**config.mk**
```make
export PLATFORM = sky130hd
export DESIGN_NAME = byte_word_packer
export DESIGN_NICKNAME = d
export VERILOG_FILES = /design/src/rtl/byte_word_packer_pkg.sv /design/src/rtl/byte_word_packer.sv
export SDC_FILE = /design/constraint.sdc
export NUM_CORES = 1
export LEC_CHECK = 0
export BUFFER_PORTS_ARGS = -buffer_cell sky130_fd_sc_hd__buf_2
export CAP_MARGIN = 15
export CELL_PAD_IN_SITES_DETAIL_PLACEMENT = 1
export CELL_PAD_IN_SITES_GLOBAL_PLACEMENT = 1
export CORE_MARGIN = 2
export CORE_UTILIZATION = 38
export CTS_CLUSTER_DIAMETER = 50
export DETAILED_ROUTE_END_ITERATION = 8
export MAX_ROUTING_LAYER = met4
export PLACE_DENSITY_LB_ADDON = 0.1
export SYNTH_ARGS = -nofsm -noshare
export SYNTH_HDL_FRONTEND = slang
export SYNTH_SLANG_ARGS = --single-unit
```
**constraint.sdc**
```tcl
create_clock -name clk -period 2 [get_ports clk]
set_clock_uncertainty 0.15 [all_clocks]
set_input_delay 0.3 -clock clk [delete_from_list [all_inputs] [get_ports clk]]
set_output_delay 0.3 -clock clk [all_outputs]
set_load 0.01 [all_outputs]
```
**src/rtl/byte_word_packer_pkg.sv**
```systemverilog
// -----------------------------------------------------------------------------
// common_functions
//   Shared definitions for the byte-to-word packer and its neighbours:
//   - pack_state_t : packer FSM states (EMPTY = no bytes held, FILL = 1..3 held)
//   - WORD_BYTES   : number of bytes in an output word
//   - order_byte   : swap the two nibbles of one byte
//   - order_word   : apply order_byte to every byte of a 32-bit word
// -----------------------------------------------------------------------------
package common_functions;

    localparam int WORD_BYTES = 4;

    typedef enum logic {
        EMPTY = 1'b0,
        FILL  = 1'b1
    } pack_state_t;

    // Swap the high and low nibble of a byte.
    function automatic logic [7:0] order_byte(input logic [7:0] b);
        return {b[3:0], b[7:4]};
    endfunction

    // Nibble-swap each byte in place; byte positions are unchanged.
    function automatic logic [31:0] order_word(input logic [31:0] w);
        return {order_byte(w[31:24]), order_byte(w[23:16]),
                order_byte(w[15:8]),  order_byte(w[7:0])};
    endfunction

endpackage

```
**src/rtl/byte_word_packer.sv**
```systemverilog
// -----------------------------------------------------------------------------
// byte_word_packer
//   Packs a byte stream into big-endian 32-bit words. A word is emitted when
//   its 4th byte is accepted or when a byte flagged in_last is accepted; a
//   short final word is zero-padded in its low-order bytes. Optionally every
//   byte of the emitted word is nibble-swapped (after padding).
//
// Parameters
//   SWAP_NIBBLES : 1 = pass word through order_word, 0 = output unchanged
//
// Ports
//   clk        in   1  clock, rising edge
//   rst        in   1  synchronous active-high reset
//   in_byte    in   8  input byte
//   in_valid   in   1  in_byte valid
//   in_last    in   1  byte closes a frame (qualified by in_valid)
//   in_ready   out  1  byte accepted this cycle if in_valid (combinational)
//   out_word   out 32  packed word (registered)
//   out_valid  out  1  out_word/out_last/out_bytes valid
//   out_last   out  1  word closes a frame
//   out_bytes  out  3  meaningful bytes in out_word, 1..4
//   out_ready  in   1  consumer accepts the word this cycle
// -----------------------------------------------------------------------------
module byte_word_packer
    import common_functions::*;
#(
    parameter int unsigned SWAP_NIBBLES = 1
) (
    input  logic        clk,
    input  logic        rst,
    input  logic [7:0]  in_byte,
    input  logic        in_valid,
    input  logic        in_last,
    output logic        in_ready,
    output logic [31:0] out_word,
    output logic        out_valid,
    output logic        out_last,
    output logic [2:0]  out_bytes,
    input  logic        out_ready
);

    // FSM and partial-word storage
    pack_state_t r_state;
    pack_state_t w_state_nxt;
    logic [1:0]  r_count;
    logic [1:0]  w_count_nxt;
    // Bytes already received, left-aligned: [23:16] first, [15:8] second, [7:0] third
    logic [23:0] r_acc;
    logic [23:0] w_acc_nxt;

    // Output holding register
    logic [31:0] r_word;
    logic        r_valid;
    logic        r_last;
    logic [2:0]  r_bytes;

    // Datapath helpers
    logic        w_in_ready;
    logic        w_accept;
    logic        w_complete;
    logic [31:0] w_word_asm;
    logic [31:0] w_word_out;
    logic [2:0]  w_bytes;

    // Handshake: a new byte can enter whenever the output slot is free or draining
    always_comb begin
        w_in_ready = !r_valid || out_ready;
        w_accept   = in_valid && w_in_ready;
        w_complete = w_accept && (in_last || (r_count == 2'd3));
        w_bytes    = {1'b0, r_count} + 3'd1;
    end

    // Word assembly: merge the incoming byte into its big-endian slot, zero below it
    always_comb begin
        w_word_asm = 32'h0000_0000;
        case (r_count)
            2'd0:    w_word_asm = {in_byte, 24'h00_0000};
            2'd1:    w_word_asm = {r_acc[23:16], in_byte, 16'h0000};
            2'd2:    w_word_asm = {r_acc[23:8], in_byte, 8'h00};
            2'd3:    w_word_asm = {r_acc, in_byte};
            default: w_word_asm = 32'h0000_0000;
        endcase
    end

    // Optional nibble swap, applied after zero padding
    always_comb begin
        if (SWAP_NIBBLES != 0) begin
            w_word_out = order_word(w_word_asm);
        end else begin
            w_word_out = w_word_asm;
        end
    end

    // FSM next-state: completion empties the packer, a plain accept appends a byte
    always_comb begin
        w_state_nxt = r_state;
        w_count_nxt = r_count;
        w_acc_nxt   = r_acc;
        if (w_complete) begin
            w_state_nxt = EMPTY;
            w_count_nxt = 2'd0;
            w_acc_nxt   = 24'h00_0000;
        end else if (w_accept) begin
            w_state_nxt = FILL;
            w_count_nxt = r_count + 2'd1;
            // Upper 24 bits of the assembled word already hold the bytes in place
            w_acc_nxt   = w_word_asm[31:8];
        end else begin
            w_state_nxt = r_state;
            w_count_nxt = r_count;
            w_acc_nxt   = r_acc;
        end
    end

    // FSM state register with partial-word storage
    always_ff @(posedge clk) begin
        if (rst) begin
            r_state <= EMPTY;
            r_count <= 2'd0;
            r_acc   <= 24'h00_0000;
        end else begin
            r_state <= w_state_nxt;
            r_count <= w_count_nxt;
            r_acc   <= w_acc_nxt;
        end
    end

    // Output register: load on completion (even while the previous word drains),
    // otherwise drop valid once the consumer takes the word, otherwise hold.
    always_ff @(posedge clk) begin
        if (rst) begin
            r_word  <= 32'h0000_0000;
            r_valid <= 1'b0;
            r_last  <= 1'b0;
            r_bytes <= 3'd0;
        end else if (w_complete) begin
            r_word  <= w_word_out;
            r_valid <= 1'b1;
            r_last  <= in_last;
            r_bytes <= w_bytes;
        end else if (out_ready) begin
            r_valid <= 1'b0;
        end else begin
            r_valid <= r_valid;
        end
    end

    assign in_ready  = w_in_ready;
    assign out_word  = r_word;
    assign out_valid = r_valid;
    assign out_last  = r_last;
    assign out_bytes = r_bytes;

endmodule

```
# Word-level counts from Yosys, hierarchy flattened
# Cells that the tools add are included.
[classes] muxes=3 eq_ne=3 n_addsub=2 reduce_logical=8
[ops] operator="32-bit one-hot mux with 4 select lines" count=1
[ops] operator="2-bit == test (second input constant)" count=2
[ops] operator="2-bit by 1-bit adder with 3-bit output (second input constant)" count=1
[ops] operator="2-bit by 1-bit adder with 2-bit output (second input constant)" count=1
[ops] operator="2-bit by 1-bit == test with 1-bit output (second input constant)" count=1
[ops] operator="1-bit logical AND" count=2
[ops] operator="2-bit logical NOT" count=1
[ops] operator="1-bit logical OR" count=2
[ops] operator="1-bit 2-to-1 mux" count=2
[ops] operator="2-bit nonzero test" count=1
[ops] operator="2-bit OR reduction" count=1
[ops] operator="1-bit logical NOT" count=1
[totals] elab_cells=22 output_inout_bits=38 regBits=63

# Depth between registers and ports, before layout
# Gate-level depths: netlist (run 1).
[logic_depth] depth_word=5 mapped_depth=7 depth_no_buf=5

# Worst setup path before layout (run 1)
# OpenSTA, ideal clock, no wires.
[synth_timing] path_kind="register -> register" start="register r_count[0]" end="register r_word[17] (netlist: out_word[17])" setup_time_ps=117 path_slack_ps=113 arrival_time_ps=1620 n_path_buf=2 required_ps=1733 path_stages_with_launch=8 period_less_slack_ps=1887 cell_sequence="dfxtp_1 -> inv_1 -> ha_1 -> buf_2 -> or2_2 -> buf_2 -> a22o_1 -> a22o_2"
[synth_between] elab_chain_cells=3 word_cells_on_any_way=7 cone_classes="eq/ne (3); mux (1); reduce/logical (3)"
[synth_lines] item="start: declaration" line="byte_word_packer.sv:45" text="logic [1:0] r_count;"
[synth_lines] item="start signal: assignment" line="byte_word_packer.sv:123" text="r_count <= w_count_nxt;"
[synth_lines] item="parallel branches: the longest is 3 deep, another holds 32-bit one-hot mux with 4 select lines"
[synth_lines] item="end signal: assignment" line="byte_word_packer.sv:137" text="r_word <= w_word_out;"
[synth_lines] item="end: declaration" line="byte_word_packer.sv:52" text="logic [31:0] r_word;"
# Several ways; the timed one is not identified.
# A chain may end at the register's enable or synchronous reset.

# Worst setup path in the final report (run 1)
[layout_timing] start="register r_count[1]" end="register r_word[19] (netlist: out_word[19])"
# Same word-level chain as after synthesis.

==> results of run 1 <==
cell type report:
cell class              count  area (um^2)
well taps                  77        96.34
fillers                   720         3278
inverters                   4        15.01
clock inverters             1        30.03
repair buffers             64        405.4
flip-flops and latches     63         1262
multi-input cells         130         1114
clock buffers              13        148.9
cell families (layout without fill, tap and decap cells):
group | count (synthesis) | in the layout | share of synthesized area (%)
buffers and inverters | 20 | 82 | 5.342
muxes | 8 | 8 | 3.195
AOI/OAI and AO/OA | 85 | 85 | 29.61
DFF | 63 | 63 | 50.32
and+or+nand+nor | 32 | 32 | 9.036
adders and majority gates | 5 | 5 | 2.496
critical path: cells and delay by family, from the launching register on:
family | cells | cell delay [ns]
compound gates | 2 | 0.42
flops | 1 | 0.41
simple gates | 1 | 0.36
fa+ha+maj | 1 | 0.25
buf+inv | 1 | 0.18
stage by stage:
stage	hold slack [ns]	setup slack, ns	util, %
global route	0.1138	0.02214	48.37
floorplan	0.2191	0.1127	-
CTS	0.08365	0.03361	48.32
detailed placement	0.3053	0.05709	45.50
global placement	0.3040	0.09328	45.50
finish	0.09576	0.1122	48.37
registers in the layout (all words and copies together) (netlist names):
| register | cells |
|---|---|
| out_bytes | 3 |
| out_valid | 1 |
| out_last | 1 |
| r_acc | 24 |
| r_count | 2 |
| out_word | 32 |
report_power, final:
| group | total [mW] | internal, mW | switching, mW | leakage, nW |
|---|---|---|---|---|
| logic | 0.272 | 0.110 | 0.163 | 0.769 |
| clock network | 1.06 | 0.598 | 0.462 | 0.0896 |
| registers | 1.29 | 1.28 | 0.0142 | 0.510 |
| total | 2.63 | 1.99 | 0.639 | 1.37 |
final timing paths:
| path | to |
|---|---|
| hold / removal | out_last |
| setup reg to reg | out_word[19] |
| setup / recovery | out_word[19] |
| hold reg to reg | out_bytes[2] |
cell usage in the layout (no fill, tap or decap), types with 2 or more instances in the layout:
master	netlist	routed
o21ai_0	3	3
mux2i_1	8	8
buf_12	0	4
dfxtp_1	63	62
nor4_4	2	2
a22o_2	17	17
a21oi_1	4	4
inv_1	3	3
clkbuf_8	0	10
buf_4	1	10
nor3_4	2	2
buf_2	8	50
a22oi_1	8	8
clkbuf_1	1	3
nor2_1	18	18
ha_1	5	4
a22o_1	50	50
nand3_1	3	3
metal layers:
metal  vias to the layer above  GRT usage, %
met5                         -             -
met2                        38         27.70
met4                         0         8.225
met1                       972         25.79
li1                        926             -
met3                        12         3.210
==> results_dict.tcl, run 1 <==
set metrics [dict create \
    reg2regPathDepth 5 \
    whs_path_depth 2 \
    synth_most_common_cell "dfxtp_1" \
    crit_path_cell_trace "ha_1 > or2_1 > a31oi_4 > buf_12 > a22o_2" \
    required_ns 2.08 \
    crit_type "reg2reg" \
    drt_iter0_drc 75 \
    worst_pin_slew_ns 0.7380 \
    final.setup.tns_ns 0 \
    arrival_ns 1.96 \
    place_area_um2 2889 \
    grt_use_total_pct 18.93 \
    synth.net_count 231 \
    start_util_pct 39.47 \
    grt_pass1_vias 1863 \
    viasPerCell 5.534 \
    power_mw 2.627 \
    final_nets 290 \
    grt_antenna_before_repair 0 \
    die_width_um 85.21 \
    clock-sinks 63 \
    synth_ff_type "dfxtp_1" \
    post_cts_buffers 0 \
    hold_buffers 0 \
    top_layer "met4" \
    core-area_um2 6350 \
    grt_pass1_wl_um 10270 \
    rrSetupSlack_ns 0.11 \
    leakage_nw 1.368 \
    grt_start_max_net_pins 25 \
    netlist_area_um2 2506 \
    powerDensity_nw_per_um2 855.2 \
    gp_congestion 0.7157 \
    io_pins 51 \
    postLayoutCellArea_um2 3072 \
    routedWlPerCell_um 18.10 \
    fin_crit_ns 1.888 \
    drv_cap 0 \
    die_h_um 85.21 \
    drive_above_1_share_pct 38.91 \
    die_area_um2 7261 \
    cts_made_buffers 9 \
    dr.pass1.iters 4 \
    rows 29 \
    routed_wl_um 6370 \
    netlist_instances 213 \
    wl_met2_um 2909 \
    root_buffer "clkbuf_8" \
    ys_ff_latch 63 \
    min_path_type "in2reg" \
    critical_path_peak_fanout 17 \
    dp_cells 338 \
    cts_resized 0 \
    yosys_warnings 0 \
    dpl.hpwl_um 4327 \
    numPortBuffers 50 \
    m1WireLength_um 3158 \
    yosysSeqAreaShare_pct 50.32 \
    clkLatencyLatePin_ns 0.33 \
    synth.largest_area_cell "dfxtp_1" \
    ant_nets 0 \
    worstHoldStart "rst" \
    cpPeakStageDelay_ns 0.41 \
    ir_drop_v 0.0004361 \
    drc 0 \
    synth_area_per_cell_um2 11.77 \
    status "finished clean" \
    rsz0062_at_grt "no" \
    crit_slowest_cell "dfxtp_1" \
    yosysUniqueCellTypes 28 \
    finalMaxSlewViolations 0 \
    crit_path_start_kind "flip-flop" \
    htreeDepth 3 \
    dr_wl_met3_um 187 \
    setup_viol 0 \
    relSlewSlack_pct 50.64 \
    grt_overflow 0 \
    min_period_over_period_pct 94.39 \
    yosys-top-cells-count "dfxtp_1 (63), a22o_1 (50), nor2_1 (18)" \
    clockBufferDepth 2 \
    n_antenna_cell 0 \
    synth_top_area_share_pct 50.32 \
    via_count 1948 \
    async_reset_ff_share_pct 0 \
    fmax_mhz 529.7 \
    clk_pin_slew_ns 0.06 \
    hold_violations 0 \
    final_cells 352 \
    crit_start "r_count[1]" \
    cts_tree "done" \
    worst_setup_path_end_kind "flip-flop" \
    synth-edff-count 0 \
    syn2layout_area_growth_pct 22.57 \
    r2r_start "r_count[1]" \
    synth_area_leaders "dfxtp_1 (50%), a22o_1 (17%), a22o_2 (6.8%), mux2i_1 (3.2%), nor2_1 (2.7%)" \
]
No activity file was read; power rests on OpenSTA's default activity.
==> run 2: changes to the inputs <==
- ABC_AREA: unset -> 1
- CORE_ASPECT_RATIO: unset -> 1.5
- CORE_UTILIZATION: 38 -> 35
==> run 2 against run 1 <==
Flip-flop and latch count unchanged. Non-clock buffer count down 3. Via count up 51%. Core utilization down 5.6 points. Clock power up 37%. Sequential power up 3%. Critical path depth up 3. Final area up 16%. Largest cell class is now multi-input gates. Largest power group is now clock.
==> results_dict.tcl, run 2 <==
set metrics [dict create \
    status "finished clean" \
    crit_type "reg2reg" \
    setup_viol 0 \
    start_util_pct 35.72 \
    cts_resized 0 \
    grt_pass1_vias 2893 \
    yosysSeqAreaShare_pct 42.23 \
    powerDensity_nw_per_um2 872.3 \
    htreeDepth 3 \
    min_path_type "in2reg" \
    final_nets 514 \
    drc 0 \
    drt_iter0_drc 87 \
    worst_setup_path_end_kind "flip-flop" \
    synth-edff-count 0 \
    utilization_pct 42.78 \
    post_cts_buffers 0 \
    hold_violations 0 \
    final_cell_mix "nand2_1 (168), nand3_1 (67), dfxtp_1 (63), buf_2 (50), nor2_1 (49)" \
    required_ns 2.08 \
    yosys_warnings 0 \
    min_period_over_period_pct 89.84 \
    cpPeakStageDelay_ns 0.37 \
    via_count 2945 \
    routed_wl_um 8487 \
    critPathMostFrequentCell "nor2_1" \
    synth_most_common_cell "nand2_1" \
    numPortBuffers 50 \
    fin_crit_ns 1.797 \
    netlist_area_um2 2987 \
    core-area_um2 8362 \
    viasPerCell 4.844 \
    synth_area_leaders "dfxtp_1 (42%), nand2_1 (21%), nand3_1 (11%), nor2_1 (6.2%), inv_1 (4.9%)" \
    ys_ff_latch 63 \
    crit_path_cell_trace "inv_1 > ha_1 > buf_4 > nor2_1 > nand2_1 > nand2_1 > nor2_1 > nor2_1" \
    ant_nets 0 \
    dpl.hpwl_um 5650 \
    rows 41 \
    arrival_ns 1.88 \
    yosys-top-cells-count "nand2_1 (168), nand3_1 (67), dfxtp_1 (63)" \
    largest_reg_flops 32 \
    synth.net_count 473 \
    r2r_start "r_count[0]" \
    die_h_um 117.1 \
    die_width_um 79.43 \
    async_reset_ff_share_pct 0 \
    syn2layout_area_growth_pct 19.77 \
    dr.pass1.iters 4 \
    grt_use_total_pct 20.51 \
    drive_above_1_share_pct 16.17 \
    crit_path_start_kind "flip-flop" \
    dp_cells 592 \
    grt_antenna_before_repair 0 \
    synth_top_area_share_pct 42.23 \
    leakage_nw 1.871 \
    clkLatencyLatePin_ns 0.33 \
    clk_pin_slew_ns 0.05 \
    nFillCells 1136 \
    r2r_end "r_acc[19]" \
    cts_tree "done" \
    worstHoldStart "in_last" \
    reg2regPathDepth 8 \
    grt_pass1_wl_um 14100 \
    relSlewSlack_pct 68.50 \
    synth.largest_area_cell "dfxtp_1" \
    whs_endpoint "out_last" \
    final_common_cell "nand2_1" \
    hold_buffers 0 \
    grt_overflow 0 \
    whs_path_depth 3 \
    final.setup.tns_ns 0 \
    finalMaxSlewViolations 0 \
    drv_cap 0 \
    clockBufferDepth 2 \
    yosysUniqueCellTypes 17 \
    rsz0062_at_grt "no" \
    synth_ff_type "dfxtp_1" \
    rrSetupSlack_ns 0.20 \
    holdWs_ns 0.08946 \
    routedWlPerCell_um 13.96 \
    n_antenna_cell 0 \
    critical_path_peak_fanout 17 \
    netlist_instances 455 \
    clock-sinks 63 \
    cts_made_buffers 9 \
    die_area_um2 9303 \
    io_pins 51 \
    final_cells 608 \
    grt_start_max_net_pins 69 \
    gp_congestion 0.7768 \
    root_buffer "clkbuf_16" \
    ir_drop_v 0.0004333 \
    fmax_mhz 556.6 \
    synth_area_per_cell_um2 6.564 \
    crit_slowest_cell "ha_1" \
    worst_pin_slew_ns 0.4721 \
]
-- run 2: cell count changes after synthesis, sizes merged, moves of 3 or more --
cell    delta
nor2      +32
a22o      -67
mux2i      -8
o21ai      -3
a21oi     +15
clkbuf     +4
inv       +37
nand4      +8
nor4       -3
buf       +11
nand3     +65
a22oi      -8
nand2    +168
-- run 2: area by class of cell --
type | count | area (um^2) | share of cell area, %
Multi-Input combinational cell | 320 | 1406 | 39.31
Clock buffer | 12 | 256.5 | 7.170
Sequential cell | 63 | 1261 | 35.26
Clock inverter | 4 | 20.02 | 0.5596
Tap cell | 107 | 133.9 | 3.743
Inverter | 41 | 153.9 | 4.302
Timing Repair Buffer | 61 | 345.3 | 9.654
-- run 2: critical path, delay by kind of cell (launching register included) --
family	cells	cell delay, ns
fa+ha+maj	1	0.37
buf+inv	2	0.43
simple gates	5	0.39
flops	1	0.35
-- run 2: kinds of logic after synthesis --
group | count (synthesis) | share of synthesized area, %
AO/OA/AOI/OAI | 20 | 3.352
flip-flops | 63 | 42.23
adder cells (fa/ha/maj) | 5 | 2.095
AND/OR/NAND/NOR | 295 | 41.64
buffers and inverters | 72 | 10.68
-- run 2: routing by layer --
layer / vias up / part of all wire (%) / global-route usage, %
li1: 1491 / - / -
met1: 1400 / 45 / 23.76
met2: 43 / 50 / 34.34
met5: - / 0 / -
met3: 11 / 2.8 / 3.604
met4: 0 / 2.0 / 9.655
-- run 2: how the worst max path moves through the flow --
stage / startpoint / end / slack (ns) / cells after the start
floorplan: r_count[0] / out_word[22] / 0.46 / 10
CTS: r_count[0] / r_acc[19] / 0.21 / 8
global route: r_count[0] / out_word[20] / 0.04 / 7
global placement: r_count[0] / r_acc[21] / 0.26 / 8
detailed placement: r_count[0] / r_acc[19] / 0.22 / 8
finish: r_count[0] / r_acc[19] / 0.20 / 8
-- run 2: where the power goes --
group | total [mW] | leakage, nW | switching, mW | internal [mW]
Combinational | 0.344 | 1.22 | 0.239 | 0.105
Clock | 1.45 | 0.142 | 0.553 | 0.896
Sequential | 1.33 | 0.513 | 0.0246 | 1.30
Total | 3.12 | 1.87 | 0.817 | 2.30
-- run 2: metrics by stage --
step / power (mW) / cell area [um^2] / setup slack [ns]
final: 3.120 / 3577 / 0.2033
after global routing: 3.282 / 3577 / 0.04472
after CTS: 3.175 / 3577 / 0.2066
after detailed placement: 1.703 / 3301 / 0.2198
after global placement: 1.695 / 3301 / 0.2625
after floorplan: 1.589 / 2987 / 0.4626
==> run 3: changes to the inputs <==
- BUFFER_PORTS_ARGS: -buffer_cell sky130_fd_sc_hd__buf_2 -> -buffer_cell sky130_fd_sc_hd__buf_4
==> run 3 against run 2 <==
Flip-flop and latch count unchanged. Worst setup slack gained 0.069 ns. Die area is the same. Total power is 6.2% higher. Largest power group unchanged. Highest routed layer unchanged.
==> results_dict.tcl, run 3 (synthesis gave the netlist of run 2 again) <==
set metrics [dict create \
    status "finished clean" \
    internal_power_mw 2.490 \
    cts_resized 0 \
    leakage_nw 1.904 \
    worst_pin_slew_ns 0.4863 \
    ir_drop_v 0.0004466 \
    whs_path_depth 2 \
    via_count 2950 \
    worstHoldStart "rst" \
    viasPerCell 4.852 \
    utilization_pct 44.98 \
    rows 41 \
    start_util_pct 35.72 \
    clkLatencyLatePin_ns 0.33 \
    root_buffer "clkbuf_16" \
    worst_slack_ns 0.2723 \
    rsz0062_at_grt "no" \
    reg2regPathDepth 8 \
    gp_congestion 0.8071 \
    r2r_start "r_count[0]" \
    setup_viol 0 \
    r2r_end "r_acc[18]" \
    power_frac_clock_pct 48.8 \
    fmax_mhz 578.8 \
    numPortBuffers 50 \
    grt_start_max_net_pins 69 \
    dr.pass1.iters 4 \
    grt_overflow 0 \
    grt_pass1_vias 2967 \
    cts_tree "done" \
    pre_cts_ws_ns 0.2525 \
    core-area_um2 8362 \
    p_sw_share_pct 24.85 \
    fin_crit_ns 1.728 \
    ant_nets 0 \
    seqPwrFrac_pct 40.1 \
    io_pins 51 \
    final_cell_mix "nand2_1 (168), nand3_1 (67), dfxtp_1 (63), buf_4 (58), nor2_1 (49)" \
    hold_violations 0 \
    crit_type "reg2reg" \
    p_comb_share_pct 11.1 \
    final_nets 514 \
    arrival_ns 1.81 \
    crit_slowest_cell "dfxtp_1" \
    clk_pin_slew_ns 0.05 \
    syn2layout_area_growth_pct 25.93 \
    cpPeakStageDelay_ns 0.41 \
    drive_above_1_share_pct 16.17 \
    worst_setup_path_end_kind "flip-flop" \
    routedWlPerCell_um 14.11 \
    cts_made_buffers 9 \
    crit_path_cell_trace "inv_1 > ha_1 > nor2_1 > nand2_1 > nand2_1 > nand2_1 > nor2_1 > nor2_1" \
    final.setup.tns_ns 0 \
    clockBufferDepth 2 \
    crit_path_start_kind "flip-flop" \
    drt_iter0_drc 126 \
    power_mw 3.313 \
    dpl.hpwl_um 5739 \
    min_period_over_period_pct 86.39 \
    min_path_type "in2reg" \
    final_common_cell "nand2_1" \
    critical_path_peak_fanout 8 \
    p_sw_mw 0.8235 \
    post_cts_buffers 0 \
    rrSetupSlack_ns 0.27 \
    hold_buffers 0 \
    htreeDepth 3 \
    grt_use_total_pct 20.82 \
    powerDensity_nw_per_um2 881.0 \
    die_area_um2 9303 \
    largest_reg_flops 32 \
    finalMaxSlewViolations 0 \
    drv_cap 0 \
    relSlewSlack_pct 67.55 \
    die_h_um 117.1 \
    grt_pass1_wl_um 14480 \
    whs_endpoint "out_last" \
    routed_wl_um 8581 \
    n_antenna_cell 0 \
    die_width_um 79.43 \
    grt_antenna_before_repair 0 \
    clock-sinks 63 \
    required_ns 2.08 \
    drc 0 \
]
## run 3: cell count changes in the layout (fill, tap and decap cells not counted)
cell,previous run,this run
bufinv_16,0,1
buf_12,1,3
clkbuf_8,2,3
buf_2,50,0
clkinv_2,4,2
buf_4,10,58
## run 3: worst max-delay path by stage
stage               startpoint           end  cells past startpoint
finish              r_count[0]     r_acc[18]                      8
global route        r_count[0]     r_acc[20]                      8
CTS                 r_count[0]     r_acc[18]                      8
detailed placement  r_count[0]     r_acc[18]                      8
global placement    r_count[0]     r_acc[18]                      8
floorplan           r_count[0]  out_word[22]                     10
## run 3: power groups by stage
stage / Clock (mW) / Combinational [mW] / Sequential (mW)
final: 1.62 / 0.369 / 1.33
after global routing: 1.71 / 0.420 / 1.33
after CTS: 1.66 / 0.377 / 1.33
after detailed placement: 0 / 0.374 / 1.35
after global placement: 0 / 0.368 / 1.35
after floorplan: 0 / 0.234 / 1.36
## run 3: layout make-up
type | count | area (um^2)
fill | 1112 | 4601
multi-input combinational | 320 | 1406
sequential | 63 | 1261
timing repair buffer | 61 | 495.5
clock buffer | 13 | 270.3
inverter | 41 | 153.9
tap | 107 | 133.9
clock inverter | 3 | 40.04
## run 3: critical path: cells and delay by family, from the launching register on
kind,cells,cell delay (ns)
adder cells (fa/ha/maj),1,0.27
buffers and inverters,1,0.13
flip-flops,1,0.41
AND/OR/NAND/NOR,6,0.67
## run 3: per-layer routing
metal  vias to the layer above  track usage (%)  part of all wire, %
li1                       1494                -                    -
met1                      1397            24.77                   46
met2                        48            35.07                   50
met3                        11            2.377                  2.4
met4                         0            9.655                  2.0
met5                         -                -                    0
## run 3: per-stage QoR
step	cells	hold WS, ns	cell area [um^2]
2_1_floorplan	455	0.2191	2987
3_3_place_gp	592	0.3041	3451
3_5_place_dp	592	0.3058	3451
4_1_cts	608	0.04004	3761
5_1_grt	608	0.06501	3761
6_report	608	0.05273	3761
